$ cat src/rtl/mtm_Alu_pkg.sv
// rtl/mtm_Alu_pkg.sv - shared types and constants for the ALU result serializer
package mtm_Alu_pkg;

  typedef enum logic [2:0] {
    ST_IDLE,
    ST_START,
    ST_CMD,
    ST_DATA,
    ST_STOP
  } state_e;

  localparam logic CMD_DATA = 1'b0;
  localparam logic CMD_CTL  = 1'b1;

  localparam int FRAME_LEN = 11;

  // err_flags bit positions: the three error kinds appear twice, high copy first
  localparam int ERR_DATA_A = 5;
  localparam int ERR_CRC_A  = 4;
  localparam int ERR_OP_A   = 3;
  localparam int ERR_DATA_B = 2;
  localparam int ERR_CRC_B  = 1;
  localparam int ERR_OP_B   = 0;

  // x^3 + x + 1 with the x^3 term implicit
  localparam logic [2:0] CRC3_POLY = 3'b011;

  localparam logic [2:0] RES_LAST_FRAME = 3'd4;

endpackage

$ cat src/rtl/mtm_Alu_crc3.sv
// rtl/mtm_Alu_crc3.sv - combinational CRC3 over 37 bits, MSB first, zero init
module mtm_Alu_crc3
  import mtm_Alu_pkg::*;
(
  input  logic [36:0] data_i,
  output logic [2:0]  crc_o
);

  logic [2:0] crc_acc;

  always_comb begin
    crc_acc = 3'b000;
    for (int i = 36; i >= 0; i--) begin
      crc_acc = {crc_acc[1:0], 1'b0} ^ ((crc_acc[2] ^ data_i[i]) ? CRC3_POLY : 3'b000);
    end
  end

  assign crc_o = crc_acc;

endmodule

$ cat src/rtl/mtm_alu_serializer.sv
// rtl/mtm_alu_serializer.sv - turns ALU results/errors into 11-bit serial frames
module mtm_alu_serializer
  import mtm_Alu_pkg::*;
(
  input  logic        clk,
  input  logic        rst,
  input  logic        res_valid,
  input  logic [31:0] res_data,
  input  logic [3:0]  res_flags,
  input  logic        err_valid,
  input  logic [5:0]  err_flags,
  output logic        in_ready,
  output logic        sout
);

  localparam logic [2:0] LAST_BIT = 3'(FRAME_LEN - 4);

  state_e      state_q;
  logic [2:0]  bit_q;
  logic [2:0]  frame_q;
  logic        is_err_q;
  logic [31:0] data_q;
  logic [3:0]  flags_q;
  logic [5:0]  eflags_q;
  logic        in_ready_q;
  logic        sout_q;

  logic [2:0]  crc;
  logic [7:0]  payload_d;
  logic        cmd_d;
  logic [2:0]  last_frame;
  logic [2:0]  next_idx;
  logic        accept;

  mtm_Alu_crc3 u_crc (
    .data_i ({data_q, 1'b0, flags_q}),
    .crc_o  (crc)
  );

  assign accept     = (res_valid | err_valid) & in_ready_q;
  assign last_frame = is_err_q ? 3'd0 : RES_LAST_FRAME;
  assign next_idx   = 3'd6 - bit_q;

  always_comb begin
    payload_d = 8'h00;
    cmd_d     = CMD_DATA;
    if (is_err_q) begin
      // trailing bit evens out the ones-count of the whole byte
      payload_d = {1'b1, eflags_q[ERR_DATA_A], eflags_q[ERR_CRC_A], eflags_q[ERR_OP_A],
                   eflags_q[ERR_DATA_B], eflags_q[ERR_CRC_B], eflags_q[ERR_OP_B], ~^eflags_q};
      cmd_d     = CMD_CTL;
    end else begin
      case (frame_q)
        3'd0:    payload_d = data_q[31:24];
        3'd1:    payload_d = data_q[23:16];
        3'd2:    payload_d = data_q[15:8];
        3'd3:    payload_d = data_q[7:0];
        default: begin
          payload_d = {1'b0, flags_q, crc};
          cmd_d     = CMD_CTL;
        end
      endcase
    end
  end

  // state_q names the bit currently driven on sout_q
  always_ff @(posedge clk) begin
    if (rst) begin
      state_q    <= ST_IDLE;
      bit_q      <= 3'd0;
      frame_q    <= 3'd0;
      is_err_q   <= 1'b0;
      data_q     <= 32'd0;
      flags_q    <= 4'd0;
      eflags_q   <= 6'd0;
      in_ready_q <= 1'b1;
      sout_q     <= 1'b1;
    end else begin
      case (state_q)
        ST_IDLE: begin
          if (accept) begin
            state_q    <= ST_START;
            sout_q     <= 1'b0;
            in_ready_q <= 1'b0;
            bit_q      <= 3'd0;
            frame_q    <= 3'd0;
            is_err_q   <= err_valid;
            data_q     <= res_data;
            flags_q    <= res_flags;
            eflags_q   <= err_flags;
          end
        end
        ST_START: begin
          state_q <= ST_CMD;
          sout_q  <= cmd_d;
        end
        ST_CMD: begin
          state_q <= ST_DATA;
          sout_q  <= payload_d[7];
          bit_q   <= 3'd0;
        end
        ST_DATA: begin
          if (bit_q == LAST_BIT) begin
            state_q <= ST_STOP;
            sout_q  <= 1'b1;
            bit_q   <= 3'd0;
          end else begin
            bit_q  <= bit_q + 3'd1;
            sout_q <= payload_d[next_idx];
          end
        end
        ST_STOP: begin
          if (frame_q != last_frame) begin
            state_q <= ST_START;
            sout_q  <= 1'b0;
            frame_q <= frame_q + 3'd1;
          end else begin
            state_q    <= ST_IDLE;
            in_ready_q <= 1'b1;
            frame_q    <= 3'd0;
          end
        end
        default: begin
          state_q    <= ST_IDLE;
          sout_q     <= 1'b1;
          in_ready_q <= 1'b1;
        end
      endcase
    end
  end

  assign in_ready = in_ready_q;
  assign sout     = sout_q;

endmodule

$ cat config.mk
export PLATFORM = sky130hd
export DESIGN_NAME = mtm_alu_serializer
export DESIGN_NICKNAME = d
export VERILOG_FILES = /design/src/rtl/mtm_Alu_pkg.sv /design/src/rtl/mtm_Alu_crc3.sv /design/src/rtl/mtm_alu_serializer.sv
export SDC_FILE = /design/constraint.sdc
export NUM_CORES = 1
export LEC_CHECK = 0
export BUFFER_PORTS_ARGS = -buffer_cell sky130_fd_sc_hd__buf_2
export CAP_MARGIN = 5
export CORE_MARGIN = 10
export CORE_UTILIZATION = 55
export DETAILED_ROUTE_END_ITERATION = 6
export HOLD_SLACK_MARGIN = 0.15
export PLACE_DENSITY = 0.78
export SYNTH_ARGS = -nofsm -noshare
export SYNTH_HDL_FRONTEND = slang
export SYNTH_HIERARCHICAL = 1
export SYNTH_SLANG_ARGS = --single-unit
$ cat constraint.sdc
create_clock -name clk -period 2.9 [get_ports clk]
set_input_delay 0.29 -clock clk [delete_from_list [all_inputs] [get_ports clk]]
set_output_delay 0.29 -clock clk [all_outputs]
set_load 0.005 [all_outputs]
==> results.md <==
- Post-synthesis area per instance: 8.42 um2
- Skew-Pair Late Insertion Delay: 300 ps
- Die ar.: 8980 um2
- Worst slew pin tran: 932 ps
- Core area: 5470 um2
- Final WS setup: 208 ps
- Hpwl dp: 5.84 mm
- Max-Cap Viols: 0
- Fin crit share: 0.928
- Crit path max-delay cell type: xnor3_2
- CP Launch Type: register
- Pre-CTS WS: 151 ps
- Crit path arrival time: 2850 ps
- Max VDD drop: 0.280 mV
- Gpl congestion: 0.919
- Sw frac: 0.300
- Critical Path Sink Type: register
- Post-synth top area cell: dfxtp_1
- Hold Crit Class: in -> reg
- Synthesis-to-finish area growth: 10.8%
- Layout cells sized above 1: 0.196
- Total gr overflow: 0
- DRT antenna net count: 0
- GRT Overall Usage: 0.171
- Final-report hold violation count: 0
- RSZ-0062 raised after global routing: no
- Synth cell types: 56
- Adder-Cell Fraction of Synth Area: 0.0285
- Critical Path Sink: sout
- Fin crit period: 2690 ps
- Worst EP required: 3060 ps
- Clock Pin Slew Worst Setup and Hold Paths: 100 ps
- DRC: 0
- Starting Density: 0.561
- Final core occ: 0.622
- H-tree levels: 2
- Top post-synthesis cells by area: dfxtp_1 35%, nand2_1 12%, a21oi_1 8.8%
- Root Driver: clkbuf_8
- Inserted Clock Buffers: 5
- Critical Path Start: data_q[25]
- Critical-path cell list: xnor2_1 > xnor3_2 > xnor3_2 > xnor3_1 > mux2_2 > o211ai_1 > a21oi_1 > a211oi_1 > o221ai_1
- I/O pins: 48
- Synth Area in Compound Gates: 0.198
- Setup violations, final: 0
- Gate power share: 0.366
- Vias in the first global route: 2563
- Pre-antenna DRT Iters: 4
- F_max: 0.371 GHz
- Ys Warns: 6
- Slew HR: 0.379
- DR WL/cell: 15.8 um
- Die H: 94.7 um
- Pins Over Slew Limit: 0
- Reg-to-Reg End: sout
- Reg2Reg Setup Slack: 210 ps
- Nets: 455
- Initial antenna violation count: 0
- Top cell type's share of synthesized area: 0.352
- Clk pwr share: 0.226
- Number of flops mapped to enable cells by yosys: 0
- Largest net degree at the start of global routing: 55
- Worst Skew: 8.28 ps
- Crit path depth: 9
- DR iter-0 viols: 199
- Internal power: 0.00154 W
- PD cells: 647 nW/um2
- Cell family with most CP delay: XOR/XNOR gates
- Buffers & Inverters on Critical Path: 0
- Synth async-reset ratio: 0
- First-pass GRT wire length: 12.6 mm
- Post-synthesis mux area share: 0.0110
- DR vias: 2623
- Vias per std cell: 5.52
- Post-synthesis simple-gate area fraction: 0.198
- Post-Synthesis Cell Area: 3070 um2
- CP dominant cell by count: xnor3_2
- Psw: 0.000662 W
- # diodes: 0
- Commonest register cell after synthesis: dfxtp_1
- CTS tree: built
- Die width: 94.7 um
- Leakage power: 1.36 nW
- Commonest non-fill, non-tap cell in the layout: nand2_1
- Reg power frac: 0.408
- Run status: complete, no violations
- Hold WS: 212 ps
- # clock sinks: 54
- Largest family of logic cells by synthesized area: simple AND/OR/NAND/NOR gates
- Clk buf depth: 2
- Post-Synth XOR/XNOR Area: 0.156
- Reg2Reg Depth: 9
- Max FO, Critical Path: 3
- Synthesized Nets: 418
- Reg-to-reg critical path startpoint: data_q[25]
- Detailed-route wire length: 7.51 mm
- Post-synthesis sequential area ratio: 0.352
- Critical path's largest stage delay: 470 ps
- Critical Setup Path Class: reg -> reg
- Setup_tns: 0 ps
- Port Buffers: 47
- Commonest non-fill, non-tap cells in the layout: 98 x nand2_1, 54 x a21oi_1, 54 x dfxtp_1, 47 x buf_2, 28 x xnor2_1
- #FFs+latches synth: 54
- Post-synthesis instance total: 365
- Row cnt: 27
flip-flops by register name, indices dropped and copies added, names as in the netlist:
register,flops
bit_q,3
data_q,32
eflags_q,6
flags_q,4
frame_q,3
in_ready,1
is_err_q,1
sout,1
state_q,3
kinds of logic after synthesis:
family	Yosys count
AOI/OAI and AO/OA	95
xor gates and xnor gates	41
adders and majority gates	7
buffers and inverters	29
DFF	54
muxes	3
other	1
and+or+nand+nor	135
power by group through the flow:
stage / Clock [W] / Combinational, W / Sequential, W
after global placement: 0 / 0.000795 / 0.000912
after global routing: 0.000542 / 0.000875 / 0.000908
final: 0.000499 / 0.000807 / 0.000899
after floorplan: 0 / 0.000695 / 0.000883
after detailed placement: 0 / 0.000803 / 0.000916
after CTS: 0.000515 / 0.000802 / 0.000899
layer usage:
| metal | up-vias | GRT usage | part of all wire |
|---|---|---|---|
| met4 | 0 | 0.0387 | 0.011 |
| li1 | 1327 | - | - |
| met1 | 1215 | 0.232 | 0.46 |
| met2 | 71 | 0.271 | 0.48 |
| met5 | - | 0 | 0 |
| met3 | 10 | 0.0381 | 0.053 |
worst min-delay path by stage:
stage | from | to | cells past startpoint | slack (ps)
4_1_cts | res_data[31] | data_q[31] | 3 | 200
3_3_place_gp | bit_q[2] | bit_q[2] | 2 | 460
5_1_grt | res_data[31] | data_q[31] | 3 | 200
2_1_floorplan | res_data[26] | data_q[26] | 2 | 430
3_5_place_dp | bit_q[1] | bit_q[1] | 2 | 480
6_report | res_data[31] | data_q[31] | 3 | 210
what timing repair did:
| action | CTS | global route |
|---|---|---|
| setup endpoints to repair | 0 | 1 |
| gates resized for setup | 0 | 0 |
| hold endpoints to repair | 0 | 0 |
| buffers inserted | 0 | 1 |
| hold buffers | 0 | 0 |
stage by stage:
step / total power, W / area, um2 / std cells
6_report: 0.00220 / 3410 / 475
5_1_grt: 0.00233 / 3410 / 475
4_1_cts: 0.00222 / 3400 / 474
3_5_place_dp: 0.00172 / 3290 / 466
3_3_place_gp: 0.00171 / 3290 / 466
2_1_floorplan: 0.00158 / 3070 / 365
synth_stat cells, types with 2 or more instances:
cell type  instances
a211oi_1           3
a21oi_1           54
a221oi_1           2
a222oi_1           4
a22o_2             3
a2bb2oi_1          2
a31oi_1            3
and3_1             2
buf_2              7
buf_4              2
buf_6              6
clkbuf_1           8
dfxtp_1           54
ha_1               7
inv_1              6
mux2_2             3
nand2_1           98
nand3_1            9
nor2_1             8
nor2b_1            3
nor3_1             4
o211ai_1           2
o21ai_0            5
o21bai_1           2
xnor2_1           28
xnor3_1            6
xnor3_2            2
xor2_1             4
layout make-up:
cell class	count	area [um2]
Tap cell	72	90.1
Fill cell	489	2070
Inverter	6	22.5
Clock inverter	2	37.5
Sequential cell	54	1080
Timing Repair Buffer	53	280
Multi-Input combinational cell	282	1820
Clock buffer	6	72.6
tightest hold or removal path: stages:
cell and delay [ps]:
buf_2 90, nand2_1 40, a21oi_1 50
Power figures use the tool's default switching activity.
